<file path="config.mk">
export PLATFORM = sky130hd
export DESIGN_NAME = id_ex_issue
export DESIGN_NICKNAME = d
export VERILOG_FILES = /design/src/rtl/id_ex_issue.sv
export SDC_FILE = /design/constraint.sdc
export NUM_CORES = 1
export LEC_CHECK = 0
export CORE_AREA = 2 2 120 122
export CTS_BUF_LIST = sky130_fd_sc_hd__clkbuf_2 sky130_fd_sc_hd__clkbuf_4 sky130_fd_sc_hd__clkbuf_8
export DETAILED_ROUTE_END_ITERATION = 7
export DIE_AREA = 0 0 122 124
export PLACE_DENSITY = 0.85
export SLEW_MARGIN = 20
export SYNTH_ARGS = -nofsm -noshare
export SYNTH_HDL_FRONTEND = slang
export SYNTH_SLANG_ARGS = --single-unit
</file>
<file path="constraint.sdc">
create_clock -name clk -period 5 [get_ports clk]
set_input_delay 1.25 -clock clk [delete_from_list [all_inputs] [get_ports clk]]
set_output_delay 1.25 -clock clk [all_outputs]
set_load 0.05 [all_outputs]
</file>
<file path="src/rtl/id_ex_issue.sv">
// rtl/id_ex_issue.sv - ID/EX issue register with RAW forwarding, load-use bubble, hold and flush.
// Optional forwarding is enabled by defining ID_EX_FORWARD_EN; otherwise RAW hazards stall instead.
module id_ex_issue #(
  parameter int WIDTH   = 32,
  parameter int REGBITS = 5
) (
  input  logic               clk,
  input  logic               reset,
  input  logic               stall,
  input  logic               flush,
  input  logic               id_valid,
  input  logic [REGBITS-1:0] id_rs,
  input  logic [REGBITS-1:0] id_rt,
  input  logic [REGBITS-1:0] id_rd,
  input  logic [WIDTH-1:0]   id_rs_data,
  input  logic [WIDTH-1:0]   id_rt_data,
  input  logic [WIDTH-1:0]   id_imm,
  input  logic [3:0]         id_alu_op,
  input  logic [5:0]         id_ctrl,
  input  logic               exmem_reg_write,
  input  logic [REGBITS-1:0] exmem_rd,
  input  logic [WIDTH-1:0]   exmem_result,
  input  logic               memwb_reg_write,
  input  logic [REGBITS-1:0] memwb_rd,
  input  logic [WIDTH-1:0]   memwb_data,
  output logic               hazard_stall,
  output logic               ex_valid,
  output logic [WIDTH-1:0]   operandA,
  output logic [WIDTH-1:0]   operandB,
  output logic [3:0]         operation,
  output logic [WIDTH-1:0]   ex_store_data,
  output logic [REGBITS-1:0] ex_rd,
  output logic [3:0]         ex_ctrl
);

  logic               valid_q;
  logic [REGBITS-1:0] rs_q;
  logic [REGBITS-1:0] rt_q;
  logic [REGBITS-1:0] rd_q;
  logic [WIDTH-1:0]   rs_data_q;
  logic [WIDTH-1:0]   rt_data_q;
  logic [WIDTH-1:0]   imm_q;
  logic [3:0]         alu_op_q;
  logic [5:0]         ctrl_q;

  logic [WIDTH-1:0]   fwd_a;
  logic [WIDTH-1:0]   fwd_b;

  // Does the decode instruction read register r (r nonzero)?
  logic               id_reads_ex_rd;
  logic               load_use;

  assign id_reads_ex_rd = (rd_q != '0) &&
                          ((rd_q == id_rs) || (id_ctrl[0] && (rd_q == id_rt)));
  assign load_use = id_valid && valid_q && ctrl_q[4] && id_reads_ex_rd;

`ifdef ID_EX_FORWARD_EN
  assign hazard_stall = load_use;

  always_comb begin
    fwd_a = rs_data_q;
    if (exmem_reg_write && (exmem_rd == rs_q) && (rs_q != '0)) begin
      fwd_a = exmem_result;
    end else if (memwb_reg_write && (memwb_rd == rs_q) && (rs_q != '0)) begin
      fwd_a = memwb_data;
    end
  end

  always_comb begin
    fwd_b = rt_data_q;
    if (exmem_reg_write && (exmem_rd == rt_q) && (rt_q != '0)) begin
      fwd_b = exmem_result;
    end else if (memwb_reg_write && (memwb_rd == rt_q) && (rt_q != '0)) begin
      fwd_b = memwb_data;
    end
  end

  logic unused_bits;
  assign unused_bits = ctrl_q[0];
`else
  // Without bypass paths, any producer still ahead of writeback must drain first.
  logic id_reads_exmem_rd;
  logic raw_ex;
  logic raw_exmem;

  assign id_reads_exmem_rd = (exmem_rd != '0) &&
                             ((exmem_rd == id_rs) || (id_ctrl[0] && (exmem_rd == id_rt)));
  assign raw_ex       = id_valid && valid_q && ctrl_q[5] && id_reads_ex_rd;
  assign raw_exmem    = id_valid && exmem_reg_write && id_reads_exmem_rd;
  assign hazard_stall = load_use || raw_ex || raw_exmem;

  assign fwd_a = rs_data_q;
  assign fwd_b = rt_data_q;

  logic unused_bits;
  assign unused_bits = ^{ctrl_q[0], rs_q, rt_q, exmem_result,
                         memwb_reg_write, memwb_rd, memwb_data};
`endif

  always_ff @(posedge clk or posedge reset) begin
    if (reset) begin
      valid_q   <= 1'b0;
      rs_q      <= '0;
      rt_q      <= '0;
      rd_q      <= '0;
      rs_data_q <= '0;
      rt_data_q <= '0;
      imm_q     <= '0;
      alu_op_q  <= '0;
      ctrl_q    <= '0;
    end else if (flush) begin
      valid_q <= 1'b0;
      ctrl_q  <= '0;
    end else if (stall) begin
      valid_q <= valid_q;
    end else if (hazard_stall) begin
      valid_q <= 1'b0;
      ctrl_q  <= '0;
    end else begin
      valid_q   <= id_valid;
      rs_q      <= id_rs;
      rt_q      <= id_rt;
      rd_q      <= id_rd;
      rs_data_q <= id_rs_data;
      rt_data_q <= id_rt_data;
      imm_q     <= id_imm;
      alu_op_q  <= id_alu_op;
      ctrl_q    <= id_valid ? id_ctrl : 6'b0;
    end
  end

  assign ex_valid      = valid_q;
  assign operandA      = fwd_a;
  assign operandB      = ctrl_q[1] ? imm_q : fwd_b;
  assign ex_store_data = fwd_b;
  assign operation     = alu_op_q;
  assign ex_rd         = rd_q;
  assign ex_ctrl       = valid_q ? ctrl_q[5:2] : 4'b0;

endmodule
</file>
# ---- Yosys cells after proc, flatten, opt, wreduce, memory -nomap -nowiden
# Index checks and enable logic that the tools add are counted.
dict set report op_classes {
  eq_ne 5
  muxes 9
  bitwise_logic 3
  reduce_logical 18
}
# cell n
set op_table {}
lappend op_table {{2-to-1 mux 32 bit} 1}
lappend op_table {{2-to-1 mux 6 bit} 4}
lappend op_table {{equality test 5 bit} 4}
lappend op_table {{logical AND 1 bit} 11}
lappend op_table {{nonzero test 5 bit} 2}
lappend op_table {{logical OR 1 bit} 4}
lappend op_table {{2-to-1 mux 4 bit} 1}
lappend op_table {{2-to-1 mux 1 bit} 3}
lappend op_table {{inverter 1 bit} 3}
lappend op_table {{AND reduction 3 bit} 1}
lappend op_table {{inequality test 2 x 1 -> 1 bit, second input constant} 1}
dict set report word_totals {
  regBits 112
  output_inout_bits 111
  word_cells 42
}

# ---- Logic depth before layout (Yosys ltp)
# Gate-level depths: netlist of the first run.
dict set report logic_depth {
  ltp_word 10
  ltp_mapped 7
  mapped_depth_nobuf 5
}

# ---- Worst setup path before layout of the first run
# Ideal clock, no wire load.
dict set report synth_timing {
  path_kind {input -> output}
  start {input port exmem_rd[0]}
  end {output port hazard_stall}
  arrival_ns 2.295
  required_ns 3.750
  slack_ns 1.455
  path_stages 3
  path_buffers 0
  path_cell_list {or3_1 > o311a_1 > a22o_1}
}
dict set report synth_between {
  elab_chain_len 6
  word_cells_on_any_way 8
  cone_classes {eq/ne (2); reduce/logical (6)}
}
# element line
set synth_lines {}
lappend synth_lines {{from (decl)} 21} ;# input logic [REGBITS-1:0] exmem_rd,
lappend synth_lines {{equality test 5 bit} 87} ;# ((exmem_rd == id_rs) || (id_ctrl[0] && (exmem_rd == id_rt)));
lappend synth_lines {{logical AND 1 bit} 87}
lappend synth_lines {{logical OR 1 bit} 87}
lappend synth_lines {{logical AND 1 bit *} 86} ;# assign id_reads_exmem_rd = (exmem_rd != '0) &&
lappend synth_lines {{logical AND 1 bit *} 89} ;# assign raw_exmem = id_valid && exmem_reg_write && id_reads_exmem_rd;
lappend synth_lines {{logical OR 1 bit *} 90} ;# assign hazard_stall = load_use || raw_ex || raw_exmem;
lappend synth_lines {{to (decl)} 26} ;# output logic hazard_stall,
# Every way passes the cells marked *; elsewhere a longest branch is shown, timed or not.

# ---- Final worst setup path of the first run
# Ends and elaborated chain as after synthesis.

==> results of run 1 <==
final cells by class:
class / instances / area [um^2]
repair buffers: 246 / 2480
fillers: 1134 / 6100
multi-input cells: 185 / 1940
clock buffers: 13 / 160
well taps: 180 / 225
inverters: 2 / 12.5
flip-flops and latches: 111 / 2780
clock inverters: 1 / 30.0
metrics by stage:
step                      instances  worst slack [ns]  util, %  hold WS, ns
after floorplan                 315             0.819        -        0.452
after global placement          724             0.340     54.1        0.463
after detailed placement        724             0.290     54.1        0.471
after CTS                       738             0.282     55.5        0.495
after global routing            738             0.210     55.5        0.509
final                           738             0.289     55.5        0.486
layer usage:
| layer | wire length [um] | share of wire (%) | global-route usage [%] | up-vias |
|---|---|---|---|---|
| met5 | 0 | 0 | 0 | - |
| met4 | 235 | 1.9 | 7.04 | 0 |
| met2 | 6580 | 52 | 29.9 | 146 |
| li1 | - | - | - | 1601 |
| met3 | 1010 | 8.0 | 4.76 | 18 |
| met1 | 4740 | 38 | 17.2 | 1759 |
kinds of logic (layout without fill, tap and decap cells):
| kind of cell | count (synthesis) | in the layout | share of synthesized area (%) |
|---|---|---|---|
| AOI/OAI and AO/OA | 12 | 12 | 2.43 |
| buffers and inverters | 19 | 262 | 2.99 |
| xor gates and xnor gates | 20 | 20 | 3.61 |
| DFF | 111 | 111 | 57.3 |
| and+or+nand+nor | 16 | 16 | 1.83 |
| muxes | 137 | 137 | 31.8 |
critical path, delay by kind of cell:
kind | cells | cell delay (ns)
xor+xnor | 1 | 0.25
compound gates | 2 | 0.52
simple gates | 1 | 0.14
buf+inv | 2 | 1.30
power breakdown:
part | internal [W] | switching [W]
Clock | 0.000258 | 0.000282
Sequential | 0.00103 | 0.0000859
Combinational | 0.000456 | 0.000681
cells in the final DEF, fill, tap and decap left out:
cell type	instances
a221oi_4	1
a22o_1	1
a32o_1	6
and2_1	4
buf_12	2
buf_4	2
bufinv_16	1
clkbuf_4	3
clkbuf_8	10
clkdlybuf4s50_1	242
dfrtp_1	111
inv_1	1
inv_6	1
mux2_1	85
mux2_2	52
nand2_1	4
nand3_1	2
nand4_1	2
nor2b_1	1
o221a_1	1
o22ai_1	2
o311a_1	1
or2_2	1
or3_1	1
or4_1	1
xnor2_1	20
worst paths after layout:
kind	from	to	slack [ns]	cells after the start
max	exmem_rd[0]	hazard_stall	0.29	6
min	imm_q[23]	imm_q[23]	0.49	1
max reg2reg	ex_rd[0]	ex_store_data[9]	2.45	5
min reg2reg	imm_q[23]	imm_q[23]	0.49	1
max in group asynchronous	reset	operation[3]	2.74	3
min in group asynchronous	reset	ex_store_data[22]	1.40	2
flip-flops by register name, indices dropped and copies added (netlist names):
| name | flops |
|---|---|
| ctrl_q | 5 |
| ex_rd | 5 |
| ex_valid | 1 |
| imm_q | 32 |
| ex_store_data | 32 |
| operation | 4 |
| operandA | 32 |
==> out/results.tsv, run 1 <==
metric	value	unit
status	finished, final reports clean	
viasPerCell	4.78	
ctsHoldBuffers	0	
ant_nets	0	
n_antenna_cell	0	
path_class	primary input to output port	
final_nets	757	
synth-seq-cells	111	
max-slew-margin-rel	48.7	%
p_leak	3.03	nW
synthToLayoutAreaGrowth	57.2	%
die_h	124	um
cts_resized	0	
synthCells	315	
core-area	13700	um^2
yosysTopAreaCell	dfrtp_1	
portBuffers	242	
synthTopCellsByArea	dfrtp_1 (57%), mux2_1 (20%), mux2_2 (12%)	
gp_congestion	0.760	
dpl-instance-area	7430	um^2
period_share	94.2	%
post-route-cell-area	7620	um^2
ios	313	
vias	3524	
worstPathCellList	clkdlybuf4s50_1 > xnor2_1 > nand3_1 > o22ai_1 > a22o_1 > clkdlybuf4s50_1	
final_max_slew_viol_count	0	
p_total	0.00279	W
crit_slowest_cell	clkdlybuf4s50_1	
dp_hpwl	9350	um
drive_above_1_share	13.1	%
tritoncts	built	
grt_overflow	0	
cts.sinks	111	
post-synth-top-area-fraction	57.3	%
yosysSeqAreaShare	57.3	%
hp-class	register to register	
async_flop_share	100	%
critPathArrivalTime	3.46	ns
crit_path_max_incr_delay	0.80	ns
hold_viol	0	
die_w	122	um
grt_pass1_wl	19100	um
yosys.cell_count.top_type	dfrtp_1	
clk_pin_slew	0.08	ns
clkLatencyLatePin	0.37	ns
rsz0062_at_grt	false	
finClkSkew	0.0147	ns
detail_route.first_pass.iterations	4	
finalCriticalPeriod	4.71	ns
yosys_warnings	0	
root_buffer	clkbuf_8	
die_area	15100	um^2
drc	0	
finalSetupViolCount	0	
crit_fanout	3	
cp-end-kind	output port	
cts_setup_buffers	0	
grt_pass1_vias	3835	
synth_edf_count	0	
finalSetupTns	0	ns
synth_common_cells	dfrtp_1 (111), mux2_1 (85), mux2_2 (52)	
grt_antenna_before_repair	0	
worst_path_most_repeated_cell	clkdlybuf4s50_1	
cts_max_path_buffers	2	
first_iter_violations	101	
synth_fp_nets	517	
initial_core_util	35.3	%
grtUsageTotal	16.2	%
vdd_drop_max	274	uV
p_per_area	367	nW/um^2
fmax	212	MHz
numCtsBuffers	9	
ys.flop_type	dfrtp_1	
syn_avg_cell_area	15.4	um^2
fp-row-count	43	
tightest_slew	0.770	ns
startpoint_type	primary input	
required	3.75	ns
syn_area	4850	um^2
cap_violations	0	
wire_per_inst	17.0	um
h-tree-depth	3	
synth.distinct_cells	24	
wl	12600	um
grt_start_max_net_pins	87	
No activity file was read; power rests on OpenSTA's default activity.
==> inputs of run 2 (changes only) <==
--- a/config.mk
+++ b/config.mk
@@ -5,11 +5,12 @@
 export SDC_FILE = /design/constraint.sdc
 export NUM_CORES = 1
 export LEC_CHECK = 0
+export ABC_AREA = 1
 export CORE_AREA = 2 2 120 122
 export CTS_BUF_LIST = sky130_fd_sc_hd__clkbuf_2 sky130_fd_sc_hd__clkbuf_4 sky130_fd_sc_hd__clkbuf_8
 export DETAILED_ROUTE_END_ITERATION = 7
 export DIE_AREA = 0 0 122 124
-export PLACE_DENSITY = 0.85
+export PLACE_DENSITY = 0.89
 export SLEW_MARGIN = 20
 export SYNTH_ARGS = -nofsm -noshare
 export SYNTH_HDL_FRONTEND = slang
==> run 2 against run 1 <==
Compared with the run above:
- utilization increased by 2.3 points
- first-iteration DRC count increased to 2.6 times the previous value
- worst hold slack improved by 0.0017 ns
- cell count rose by 44%
- routed wire length up 22%
- global-route usage rose by 4.2 points
- clock power grew 5.7%
- area after synthesis rose by 8.9%
- critical path type unchanged
- largest cell class unchanged
- largest power group is now sequential cells
==> out/results.tsv, run 2 <==
metric	value	unit	change
hold_viol	0		unchanged
finalSetupViolCount	0		unchanged
core-area	13700	um^2	unchanged
grt_antenna_before_repair	0		unchanged
cts_resized	0		unchanged
max-slew-margin-rel	30.6	%	was 48.7%
clk_pin_slew	0.10	ns	was 0.08 ns
vdd_drop_max	251	uV	was 274 uV
syn_avg_cell_area	8.04	um^2	was 15.4 um^2
synthTopCellsByArea	dfrtp_1 (53%), nand2_1 (20%), o21ai_0 (11%)		was dfrtp_1 (57%), mux2_1 (20%), mux2_2 (12%)
syn_area	5280	um^2	was 4850 um^2
hp-class	register to register		unchanged
required	3.75	ns	about the same
h-tree-depth	3		unchanged
critPathArrivalTime	2.87	ns	was 3.46 ns
synth.distinct_cells	24		unchanged
ant_nets	0		unchanged
portBuffers	242		unchanged
worstPathCellList	clkdlybuf4s50_1 > inv_1 > nand2_1 > nand2_1 > nor2_1 > nand3_1 > nand2_1 > nand2_2 > nand2_4 > buf_12		was clkdlybuf4s50_1 > xnor2_1 > nand3_1 > o22ai_1 > a22o_1 > clkdlybuf4s50_1
final_cells	1062		was 738
synthToLayoutAreaGrowth	50.4	%	was 57.2%
yosys.cell_count.top_type	nand2_1		was dfrtp_1
vias	4979		was 3524
synth_common_cells	nand2_1 (276), o21ai_0 (117), dfrtp_1 (111)		was dfrtp_1 (111), mux2_1 (85), mux2_2 (52)
die_w	122	um	unchanged
ios	313		unchanged
crit_start	exmem_rd[4]		was exmem_rd[0]
drive_above_1_share	6.12	%	was 13.1%
grt_pass1_vias	4901		was 3835
initial_core_util	38.5	%	was 35.3%
status	finished, final reports clean		unchanged
root_buffer	clkbuf_8		unchanged
rsz0062_at_grt	false		unchanged
yosysSeqAreaShare	52.6	%	was 57.3%
p_leak	3.70	nW	was 3.03 nW
numCtsBuffers	9		unchanged
detail_route.first_pass.iterations	4		unchanged
yosys_warnings	0		unchanged
switching_share	38.9	%	was 37.5%
gp_congestion	0.896		was 0.760
wire_per_inst	14.4	um	was 17.0 um
switching_power	0.00105	W	about the same
drc	0		unchanged
finalCriticalPeriod	4.12	ns	was 4.71 ns
crit_slowest_cell	clkdlybuf4s50_1		unchanged
crit_family	buffers and inverters		unchanged
grtUsageTotal	20.4	%	was 16.2%
final_max_slew_viol_count	0		unchanged
grt_pass1_wl	24000	um	was 19100 um
post-synth-top-area-fraction	52.6	%	was 57.3%
synth_edf_count	0		unchanged
die_area	15100	um^2	unchanged
p_int	0.00165	W	was 0.00174 W
power_frac_clock	21.2	%	was 19.3%
cp-end-kind	output port		unchanged
worst_path_most_repeated_cell	nand2_1		was clkdlybuf4s50_1
startpoint_type	primary input		unchanged
seq_power_share	40.0	%	about the same
fmax	243	MHz	was 212 MHz
worst-path-buf-inv	3		was 2
p_comb_share	38.8	%	was 40.7%
finalSetupTns	0	ns	unchanged
final_nets	1079		was 757
grt_overflow	0		unchanged
ctsHoldBuffers	0		unchanged
finClkSkew	0.0196	ns	was 0.0147 ns
final_common_cell	nand2_1		was clkdlybuf4s50_1
r2r_slack	2.22	ns	was 2.45 ns
dp_hpwl	11100	um	was 9350 um
tightest_slew	1.04	ns	was 0.770 ns
ys.flop_type	dfrtp_1		unchanged
hp-start	ctrl_q[3]		was imm_q[23]
first_iter_violations	260		was 101
path_class	primary input to output port		unchanged
fillCellCount	1234		was 1134
crit_fanout	34		was 3
grt_start_max_net_pins	79		was 87
n_antenna_cell	0		unchanged
regArea	2780	um^2	about the same
synth_fp_nets	858		was 517
synth-seq-cells	111		unchanged
mostFrequentLayoutCells	nand2_1 (276), clkdlybuf4s50_1 (241), o21ai_0 (117)		was clkdlybuf4s50_1 (242), dfrtp_1 (111), mux2_1 (85)
timing.rr.start	ex_rd[2]		was ex_rd[0]
wl	15300	um	was 12600 um
cap_violations	0		unchanged
fp-row-count	43		unchanged
multi_input_comb_area	2000	um^2	was 1940 um^2
die_h	124	um	unchanged
p_per_area	340	nW/um^2	was 367 nW/um^2
async_flop_share	100	%	unchanged
placed_cells	1046		was 724
yosysTopAreaCell	dfrtp_1		unchanged
period_share	82.4	%	was 94.2%
cts.sinks	111		unchanged
synthCells	656		was 315
crit_path_max_incr_delay	0.55	ns	was 0.80 ns
tritoncts	built		unchanged
viasPerCell	4.69		was 4.78
clkLatencyLatePin	0.38	ns	was 0.37 ns
cts_setup_buffers	0		unchanged
cts_max_path_buffers	2		unchanged
## run 2: cell count changes after synthesis, sizes merged, moves of 2 or more
| cell | delta |
|---|---|
| xnor2 | -18 |
| and2 | -4 |
| nor2 | +14 |
| o21ai | +138 |
| nand3 | +9 |
| o22ai | -2 |
| mux2 | -137 |
| a32o | -6 |
| nand2 | +275 |
| buf | +5 |
| inv | +56 |
| clkbuf | +17 |
## run 2: layout make-up
| cell class | instances | area share (%) |
|---|---|---|
| inverter | 58 | 2.78 |
| clock buffer | 12 | 2.00 |
| multi-input combinational | 448 | 25.2 |
| clock inverter | 4 | 0.678 |
| sequential | 111 | 35.0 |
| timing repair buffer | 249 | 31.5 |
| tap | 180 | 2.84 |
## run 2: layer usage
layer | vias up | share of wire (%) | GRT usage (%)
met5 | - | 0 | 0
met4 | 0 | 2.0 | 7.40
met3 | 24 | 9.9 | 7.37
met2 | 193 | 49 | 35.0
met1 | 2279 | 39 | 23.6
li1 | 2483 | - | -
## run 2: cells by family after synthesis
kind of cell / synth area share, %
simple gates: 23.1
compound gates: 14.4
flops: 52.6
buf+inv: 9.44
xor+xnor: 0.332
## run 2: stage by stage
stage | setup WS (ns) | util (%) | total power [W] | instance area [um^2] | hold slack [ns]
global placement | 0.869 | 56.3 | 0.00213 | 7720 | 0.464
CTS | 0.873 | 57.8 | 0.00272 | 7940 | 0.493
finish | 0.879 | 57.8 | 0.00270 | 7940 | 0.487
floorplan | 0.819 | - | 0.00174 | 5280 | 0.449
detailed placement | 0.804 | 56.3 | 0.00215 | 7720 | 0.467
global route | 0.742 | 57.8 | 0.00283 | 7940 | 0.527
## run 2: final timing paths
| kind | endpoint | cells after the start |
|---|---|---|
| setup / recovery | hazard_stall | 10 |
| hold / removal | ctrl_q[3] | 2 |
| setup reg to reg | ex_rd[0] | 10 |
| hold reg to reg | ctrl_q[3] | 2 |
| max in group asynchronous | imm_q[10] | 3 |
| min in group asynchronous | operandA[20] | 2 |
## run 2: tightest hold or removal path, cell delays in order (launching register included)
cell and delay [ns]:
dfrtp_1 0.36, nand2_1 0.05, nand2_1 0.05
## run 2: power groups by stage
stage	Clock [W]	Combinational [W]	Sequential, W
2_1_floorplan	0	0.000365	0.00137
3_3_place_gp	0	0.00104	0.00109
3_5_place_dp	0	0.00105	0.00110
4_1_cts	0.000588	0.00106	0.00108
5_1_grt	0.000625	0.00111	0.00110
6_report	0.000571	0.00105	0.00108
